`src/rtl/tm1638_key_conditioner.sv`:
```
// tm1638_key_conditioner: per-key debounce, press/release pulses, key encoder.
// Optional auto-repeat of press pulses: define TM1638_KEY_AUTOREPEAT_EN.
module tm1638_key_conditioner #(
  parameter int clk_mhz          = 125,
  parameter int w_key            = 8,
  parameter int debounce_ms      = 10,
  parameter int repeat_delay_ms  = 500,
  parameter int repeat_period_ms = 100
) (
  input  logic                     clk,
  input  logic                     rst,
  input  logic [w_key-1:0]         keys_raw,
  output logic [w_key-1:0]         key_state,
  output logic [w_key-1:0]         key_press,
  output logic [w_key-1:0]         key_release,
  output logic                     key_valid,
  output logic [$clog2(w_key)-1:0] key_code
);

  localparam int tms = clk_mhz * 1000;
  localparam int pw  = (tms > 1) ? $clog2(tms) : 1;
  localparam int cw  = $clog2(debounce_ms + 1);
  localparam int kw  = $clog2(w_key);

  logic [w_key-1:0] sync1, sync2;
  logic [pw-1:0]    pre;
  logic             tick;
  logic [cw-1:0]    cnt   [w_key];
  logic [cw-1:0]    cnt_n [w_key];
  logic [w_key-1:0] st_n, prs_n, rel_n;
  logic [kw-1:0]    code_n;

`ifdef TM1638_KEY_AUTOREPEAT_EN
  localparam int rmax = (repeat_delay_ms > repeat_period_ms) ?
                        repeat_delay_ms : repeat_period_ms;
  localparam int rw   = $clog2(rmax + 1);

  logic [rw-1:0]    rpt   [w_key];
  logic [rw-1:0]    rpt_n [w_key];
  logic [w_key-1:0] first, first_n;
`endif

  assign tick = (pre == pw'(tms - 1));

  // Two-flop synchronizer for the asynchronous key bits
  always_ff @(posedge clk) begin
    if (rst) begin
      sync1 <= '0;
      sync2 <= '0;
    end else begin
      sync1 <= keys_raw;
      sync2 <= sync1;
    end
  end

  // Free-running 1 ms prescaler
  always_ff @(posedge clk) begin
    if (rst)
      pre <= '0;
    else if (tick)
      pre <= '0;
    else
      pre <= pre + 1'b1;
  end

  // Next-state: debounce counters, edge pulses and optional repeat
  always_comb begin
    st_n  = key_state;
    prs_n = '0;
    rel_n = '0;
    cnt_n = cnt;
`ifdef TM1638_KEY_AUTOREPEAT_EN
    rpt_n   = rpt;
    first_n = first;
`endif
    for (int i = 0; i < w_key; i++) begin
      if (sync2[i] == key_state[i]) begin
        cnt_n[i] = '0;
      end else if (tick) begin
        if (cnt[i] == cw'(debounce_ms - 1)) begin
          st_n[i]  = ~key_state[i];
          cnt_n[i] = '0;
          if (key_state[i])
            rel_n[i] = 1'b1;
          else
            prs_n[i] = 1'b1;
        end else begin
          cnt_n[i] = cnt[i] + 1'b1;
        end
      end
`ifdef TM1638_KEY_AUTOREPEAT_EN
      if (!st_n[i] || prs_n[i]) begin
        rpt_n[i]   = '0;
        first_n[i] = 1'b1;
      end else if (tick) begin
        if (rpt[i] == (first[i] ? rw'(repeat_delay_ms - 1)
                                : rw'(repeat_period_ms - 1))) begin
          prs_n[i]   = 1'b1;
          rpt_n[i]   = '0;
          first_n[i] = 1'b0;
        end else begin
          rpt_n[i] = rpt[i] + 1'b1;
        end
      end
`endif
    end
  end

  // Lowest-index pressed key wins
  always_comb begin
    code_n = '0;
    for (int i = w_key - 1; i >= 0; i--)
      if (key_state[i])
        code_n = kw'(i);
  end

  // Registered debounce state and outputs
  always_ff @(posedge clk) begin
    if (rst) begin
      key_state   <= '0;
      key_press   <= '0;
      key_release <= '0;
      key_valid   <= 1'b0;
      key_code    <= '0;
      for (int i = 0; i < w_key; i++)
        cnt[i] <= '0;
    end else begin
      key_state   <= st_n;
      key_press   <= prs_n;
      key_release <= rel_n;
      key_valid   <= |key_state;
      key_code    <= code_n;
      cnt         <= cnt_n;
    end
  end

`ifdef TM1638_KEY_AUTOREPEAT_EN
  // Per-key repeat tick counters
  always_ff @(posedge clk) begin
    if (rst) begin
      first <= '1;
      for (int i = 0; i < w_key; i++)
        rpt[i] <= '0;
    end else begin
      first <= first_n;
      rpt   <= rpt_n;
    end
  end
`endif

endmodule
```
`config.mk`:
```
export PLATFORM = sky130hd
export DESIGN_NAME = tm1638_key_conditioner
export DESIGN_NICKNAME = d
export VERILOG_FILES = /design/src/rtl/tm1638_key_conditioner.sv
export SDC_FILE = /design/constraint.sdc
export NUM_CORES = 1
export LEC_CHECK = 0
export BUFFER_PORTS_ARGS = -buffer_cell sky130_fd_sc_hd__buf_2
export CAP_MARGIN = 20
export CORE_ASPECT_RATIO = 1.25
export CORE_MARGIN = 3
export CORE_UTILIZATION = 46
export DETAILED_ROUTE_END_ITERATION = 8
export HOLD_SLACK_MARGIN = 0.1
export MAX_ROUTING_LAYER = met4
export PLACE_DENSITY_LB_ADDON = 0.25
export SLEW_MARGIN = 20
export SYNTH_ARGS = -nofsm -noshare
export SYNTH_HDL_FRONTEND = slang
export SYNTH_SLANG_ARGS = --single-unit
```
`constraint.sdc`:
```
create_clock -name clk -period 2.35 [get_ports clk]
set_input_delay 0.47 -clock clk [delete_from_list [all_inputs] [get_ports clk]]
set_output_delay 0.47 -clock clk [all_outputs]
set_load 0.01 [all_outputs]
```
## Word-level counts from Yosys, hierarchy flattened

Cells that the tools add are included.

| word-level totals | value |
|---|---|
| flip-flop bits (word level) | 93 |
| input bits | 10 |
| output and inout port bits | 28 |
| word-level logic and storage cells | 150 |

| operators by class | value |
|---|---|
| add/subtract/negate cells | 9 |
| equality and inequality tests | 17 |
| mux-type cells | 31 |
| bitwise gates (word level) | 25 |
| reductions and logical operators | 29 |

Operator list:

| kind | number |
|---|---|
| adder 4 x 1 -> 4 bit (second input constant) | 8 |
| == test 4 bit (second input constant) | 8 |
| two-way mux 4 bit | 8 |
| OR reduction 4 bit | 8 |
| NOT 1 bit | 25 |
| AND reduction 3 bit | 8 |
| OR reduction 2 bit | 10 |
| adder 17 x 1 -> 17 bit (second input constant) | 1 |
| == test 17 bit (second input constant) | 1 |
| two-way mux 1 bit | 17 |
| two-way mux 3 bit | 4 |
| == test 1 bit | 8 |
| OR reduction 8 bit | 1 |
| OR reduction 5 bit | 1 |
| two-way mux 2 bit | 2 |
| OR reduction 3 bit | 1 |

## Longest topological paths before layout

Gate-level depths: netlist (run 1).

| depth | value |
|---|---|
| depth after elaboration | 7 |
| gate-level depth with buffers | 7 |
| mapped depth without buffers | 5 |

## Least setup slack after synthesis (run 1)

Ideal clock, no wire load.

| path | value |
|---|---|
| path kind | reg-to-reg |
| start | register pre[7] |
| end | register cnt[6] in the netlist's numbering |
| setup time | 0.070 ns |
| data arrival time | 1.914 ns |
| data required time | 2.280 ns |
| slack | 0.366 ns |
| stages on the path, launching flop included | 6 |
| period minus slack after synthesis | 1.984 ns |
| cell sequence | dfxtp_1 > buf_6 > or4_4 > or3_4 > or4_1 > a21oi_1 |

| between the ends | value |
|---|---|
| word-level cells in the longest chain between the ends | 1 |

RTL lines:

| what | RTL line | RTL |
|---|---|---|
| from (decl) | 26 | `logic [pw-1:0] pre;` |
| from (signal assigned) | 63 | `pre <= pre + 1'b1;` |
| == test 17 bit | 43 | `assign tick = (pre == pw'(tms - 1));` |
| to (signal assigned) | 133 | `cnt <= cnt_n;` |
| to (decl) | 28 | `logic [cw-1:0] cnt [w_key];` |

No other way between the ends.
A chain may end at the register's enable or synchronous reset.

## Final worst setup path (run 1)

| path | value |
|---|---|
| start | register pre[7] |
| end | register cnt[18] in the netlist's numbering |

Same word-level chain as after synthesis.

==> flow_summary.json, run 1 <==
{
  "p_int_w": 0.00213,
  "fin_ws_ns": 0.300,
  "setup_viol": 0,
  "arrival_ns": 2.35,
  "grt_max_degree": 59,
  "whs_path_depth": 2,
  "pre_cts_slack_ns": 0.315,
  "path_buf_inv": 0,
  "tightest_slew_ns": 0.900,
  "worstSetupPathType": "flop to flop",
  "status": "complete, no violations",
  "seq_area_frac_synth_pct": 46.1,
  "worstPathRequired_ns": 2.65,
  "p_leak_nw": 1.55,
  "fin_crit_sh_pct": 87.2,
  "async_reset_ff_share_pct": 0,
  "grt_pass1_vias": 3233,
  "p_sw_w": 0.000588,
  "syn_avg_cell_area_um2": 8.83,
  "antenna_found_initial": 0,
  "startpoint_type": "flop",
  "slowest_delay_ns": 0.58,
  "hold_violations": 0,
  "avgRoutedWirePerCell_um": 14.6,
  "clock_sinks": 93,
  "seqPwrFrac_pct": 58.8,
  "ant_nets": 0,
  "fmax_mhz": 488,
  "synth_ff_type": "dfxtp_1",
  "synthTopCellsByCount": "dfxtp_1 (93), nor2b_1 (34), nor2_1 (31)",
  "critPathMaxFanout": 7,
  "grt_pass1_wl_um": 15200,
  "path_clk_slew_ns": 0.09,
  "maxSlewHeadroom_pct": 40.0,
  "power_density_mw_per_mm2": 598,
  "grt_overflow": 0,
  "dp_hpwl_um": 6180,
  "synth-edff-count": 0,
  "synth_top_cell_area_share_pct": 46.1,
  "synth_top_area_cell": "dfxtp_1",
  "diodes": 0,
  "yosysMostFrequentCell": "dfxtp_1",
  "root_buffer": "clkbuf_8",
  "netlist_area_mm2": 0.00404,
  "drt_iter0_drc": 164,
  "synth_area_leaders": "dfxtp_1 (46%), nor2b_1 (5.3%), nand3_1 (3.5%), o31ai_1 (3.3%), or4_1 (3.3%)",
  "die_w_um": 89.8,
  "initial_core_util_pct": 48.2,
  "maxCapViolCount": 0,
  "synthCells": 457,
  "io_buffers": 37,
  "skew_ns": 0.00969,
  "cts_buffer_depth": 2,
  "synthDistinctLibCells": 44,
  "synth_warnings": 0,
  "final-seq-area_mm2": 0.00186,
  "final.min_clock_period_ns": 2.05,
  "firstDrtPassIters": 4,
  "hold_path_class": "input pin to flop",
  "postCtsSetupBuffers": 0,
  "p_clk_share_pct": 38.7,
  "cp_cell_sequence": "or4_4, or3_4, or4_1, a21oi_1",
  "io_pins": 38,
  "layout-drive-gt1-share_pct": 14.5,
  "synth_nets": 468,
  "drc": 0,
  "core_mm2": 0.00838,
  "routed_wl_um": 8980,
  "cts_max_level": 3,
  "vias_per_cell": 5.64,
  "p_sw_share_pct": 21.6,
  "dieArea_mm2": 0.00994,
  "fp-row-count": 37,
  "nFillCells": 757,
  "area_delta_synth_final_pct": 12.8,
  "synth-seq-cells": 93,
  "cp_top_family": "simple AND/OR/NAND/NOR gates",
  "fin_nets": 503,
  "cts_buffers": 9,
  "cpMaxStageDelayCell": "or4_4",
  "power_frac_comb_pct": 2.5,
  "end_kind": "flop",
  "rsz0062_at_grt": "no",
  "die_h_um": 111,
  "peakVddDrop_mv": 0.382,
  "cts-resized-gates": 0,
  "setup_tns_ns": 0,
  "final_max_slew_viol_count": 0,
  "clk_latency_ns": 0.36,
  "ff2ff_path_depth": 4,
  "multi_input_area_mm2": 0.00201,
  "cts_tree": "done",
  "gp_congestion": 0.777,
  "track_usage_pct": 19.0,
  "crit_cells": 4,
  "hold_buffers": 0,
  "num_vias": 3460
}
[final timing paths]
| check | startpoint | endpoint | slack (ns) |
|---|---|---|---|
| max | pre[7] | cnt[18] | 0.30 |
| max reg2reg | pre[7] | cnt[18] | 0.30 |
| min reg2reg | sync1[0] | sync2[0] | 0.44 |
| min | keys_raw[2] | sync1[2] | 0.31 |
[cells by family after synthesis]
logic type / synth area share [%]
AND/OR/NAND/NOR: 29.7
AO/OA/AOI/OAI: 15.3
flip-flops: 46.1
buffers and inverters: 4.25
XOR/XNOR: 4.12
multiplexers: 0.248
adder cells (fa/ha/maj): 0.310
[registers in the layout, summed over array words and instances, names as in the netlist]
signal,flops
pre,17
key_release,8
sync1,8
cnt,32
key_valid,1
key_press,8
key_state,8
key_code,3
sync2,8
[power groups by stage]
| stage | clock [W] | combinational [W] | sequential [W] |
|---|---|---|---|
| floorplan | 0 | 0.0000514 | 0.00164 |
| global placement | 0 | 0.0000676 | 0.00164 |
| detailed placement | 0 | 0.0000686 | 0.00164 |
| CTS | 0.00108 | 0.0000686 | 0.00160 |
| global route | 0.00113 | 0.0000775 | 0.00160 |
| finish | 0.00105 | 0.0000680 | 0.00160 |
[metal layers]
layer,vias to the layer above,track usage [%],share of wire [%],wire length [um]
met4,0,9.10,2.0,182
met3,18,2.92,5.2,463
li1,1740,-,-,-
met2,88,29.1,46,4150
met5,-,-,0,0
met1,1614,24.8,47,4180
[final cells by class]
type                    count  area share [%]
repair buffers             50            6.21
multi-input cells         321            44.1
flip-flops and latches     93            40.9
inverters                  17            1.40
well taps                 117            3.22
clock inverters             4            1.07
clock buffers              11            3.11
[cells in the final DEF (no fill, tap or decap), types with 18 or more instances in the layout]
cell type / n
a21oi_1: 22
buf_2: 37
dfxtp_1: 93
nand3_1: 27
nor2_1: 31
nor2b_1: 34
nor4_1: 19
o21ai_0: 19
o31ai_1: 18
or4_1: 18
[worst register-to-register path: cells and delay by family, from the launching register on]
kind | cells | cell delay, ns
DFF | 1 | 0.40
and+or+nand+nor | 3 | 1.44
AOI/OAI and AO/OA | 1 | 0.15
[metrics by stage]
| step | hold slack [ns] | power [W] | cells | util [%] | cell area, um^2 |
|---|---|---|---|---|---|
| final | 0.310 | 0.00272 | 613 | 54.3 | 4550 |
| after global routing | 0.320 | 0.00281 | 613 | 54.3 | 4550 |
| after CTS | 0.300 | 0.00275 | 613 | 54.3 | 4550 |
| after detailed placement | 0.425 | 0.00171 | 598 | 52.1 | 4360 |
| after global placement | 0.419 | 0.00170 | 598 | 52.1 | 4360 |
| after floorplan | 0.414 | 0.00169 | 457 | - | 4040 |
Power figures use the tool's default switching activity.
==> run 2: changes to the inputs <==
--- a/config.mk
+++ b/config.mk
@@ -7,7 +7,7 @@
 export LEC_CHECK = 0
 export BUFFER_PORTS_ARGS = -buffer_cell sky130_fd_sc_hd__buf_2
 export CAP_MARGIN = 20
-export CORE_ASPECT_RATIO = 1.25
+export CORE_ASPECT_RATIO = 1.1
 export CORE_MARGIN = 3
 export CORE_UTILIZATION = 46
 export DETAILED_ROUTE_END_ITERATION = 8
==> run 2 against run 1 <==
Effect of this change:
- hold slack gained 0.010 ns
- register-to-register slack improved by 0.03 ns
- die area about the same
- clock power hardly changed
- setup slack improved by 0.028 ns
- combinational power is 0.6% higher
- core utilization decreased by 0.36 points
- sequential power about the same
- clock-buffer cell count stayed put
- critical path type unchanged
- critical endpoint is now key_release[4]
- largest power group unchanged
==> flow_summary.json, run 2 (synthesized netlist as in run 1, its figures left out) <==
{
  "layout-drive-gt1-share_pct": 14.9,
  "fp-row-count": 35,
  "area_delta_synth_final_pct": 13.0,
  "crit_start": "pre[4]",
  "finalInstanceArea_mm2": 0.00456,
  "grt_overflow": 0,
  "fmax_mhz": 495,
  "final.min_clock_period_ns": 2.02,
  "fin_nets": 504,
  "cts-resized-gates": 0,
  "hold_violations": 0,
  "setup_viol": 0,
  "reg2reg_slack_ns": 0.33,
  "final_cell_mix": "dfxtp_1 (93), buf_2 (37), nor2b_1 (34)",
  "drt_iter0_drc": 182,
  "maxSlewHeadroom_pct": 45.1,
  "dieArea_mm2": 0.00994,
  "die_w_um": 95.3,
  "skew_ns": 0.00944,
  "cp-endpoint": "key_release[4]",
  "worstPathRequired_ns": 2.60,
  "tightest_slew_ns": 0.823,
  "power_density_mw_per_mm2": 602,
  "arrival_ns": 2.27,
  "io_pins": 38,
  "gp_congestion": 0.814,
  "grt_pass1_wl_um": 15300,
  "path_clk_slew_ns": 0.09,
  "die_h_um": 104,
  "p_leak_nw": 1.56,
  "status": "complete, no violations",
  "track_usage_pct": 19.7,
  "dp_hpwl_um": 6280,
  "reg_top3": "cnt x32, pre x17",
  "hold_buffers": 0,
  "num_vias": 3470,
  "grt_pass1_vias": 3223,
  "final_max_slew_viol_count": 0,
  "setup_tns_ns": 0,
  "io_buffers": 37,
  "peakVddDrop_mv": 0.374,
  "largest_reg_flops": 32,
  "ant_nets": 0,
  "finalPower_w": 0.00275,
  "fin_crit_sh_pct": 86.0,
  "grt_max_degree": 66,
  "core_mm2": 0.00845,
  "critPathMaxFanout": 10,
  "postPlaceCellArea_mm2": 0.00436,
  "firstDrtPassIters": 4,
  "initial_core_util_pct": 47.8,
  "rsz0062_at_grt": "no",
  "root_buffer": "clkbuf_8",
  "worstSetupPathType": "flop to flop",
  "maxCapViolCount": 0,
  "hold_path_class": "input pin to flop",
  "finalCoreUtilization_pct": 54.0,
  "startpoint_type": "flop",
  "postCtsSetupBuffers": 0,
  "vias_per_cell": 5.71,
  "clock_sinks": 93,
  "regMostFlops": "cnt",
  "layout_commonest_cell": "dfxtp_1",
  "cts_buffer_depth": 2,
  "clk_latency_ns": 0.35,
  "reg2reg_to": "key_release[4]",
  "ff2ff_path_depth": 5,
  "diodes": 0,
  "cts_tree": "done",
  "avgRoutedWirePerCell_um": 15.0,
  "end_kind": "flop",
  "cts_buffers": 9,
  "routed_wl_um": 9110,
  "drc": 0,
  "antenna_found_initial": 0,
  "cts_max_level": 3,
  "r2r-start": "pre[4]"
}
[run 2: cell type report]
type	instances	area, um^2
Clock buffer	11	151
Fill cell	773	3890
Tap cell	111	139
Multi-Input combinational cell	321	2010
Clock inverter	4	47.5
Sequential cell	93	1860
Inverter	17	63.8
Timing Repair Buffer	51	290
[run 2: how the worst min path moves through the flow]
stage	start	to	slack, ns	depth (start not counted)
after global placement	sync1[2]	sync2[2]	0.42	1
after global routing	keys_raw[1]	sync1[1]	0.32	2
after CTS	keys_raw[1]	sync1[1]	0.31	2
after detailed placement	sync1[6]	sync2[6]	0.42	1
after floorplan	sync1[0]	sync2[0]	0.41	1
final	keys_raw[1]	sync1[1]	0.32	2
[run 2: per-stage QoR]
stage | instances | worst slack [ns] | hold slack (ns)
CTS | 608 | 0.309 | 0.313
finish | 608 | 0.328 | 0.321
global route | 608 | 0.135 | 0.323
detailed placement | 593 | 0.325 | 0.424
floorplan | 457 | 0.366 | 0.414
global placement | 593 | 0.391 | 0.418
[run 2: worst max-delay path, stage by stage (launching register included)]
cell and delay (ns):
dfxtp_1 0.38, or4_4 0.54, nor3_1 0.18, nand3_1 0.26, buf_4 0.27, nor4_1 0.28
[run 2: per-layer routing]
metal	global-route usage, %	wire (um)	vias to the layer above
li1	-	-	1742
met1	26.1	4280	1624
met2	29.4	4210	89
met3	3.47	430	15
met4	8.14	188	0
met5	-	0	-
[run 2: power breakdown]
group	internal (W)	switching [W]
clock network	0.000541	0.000535
registers	0.00159	0.0000101
logic	0.0000295	0.0000389
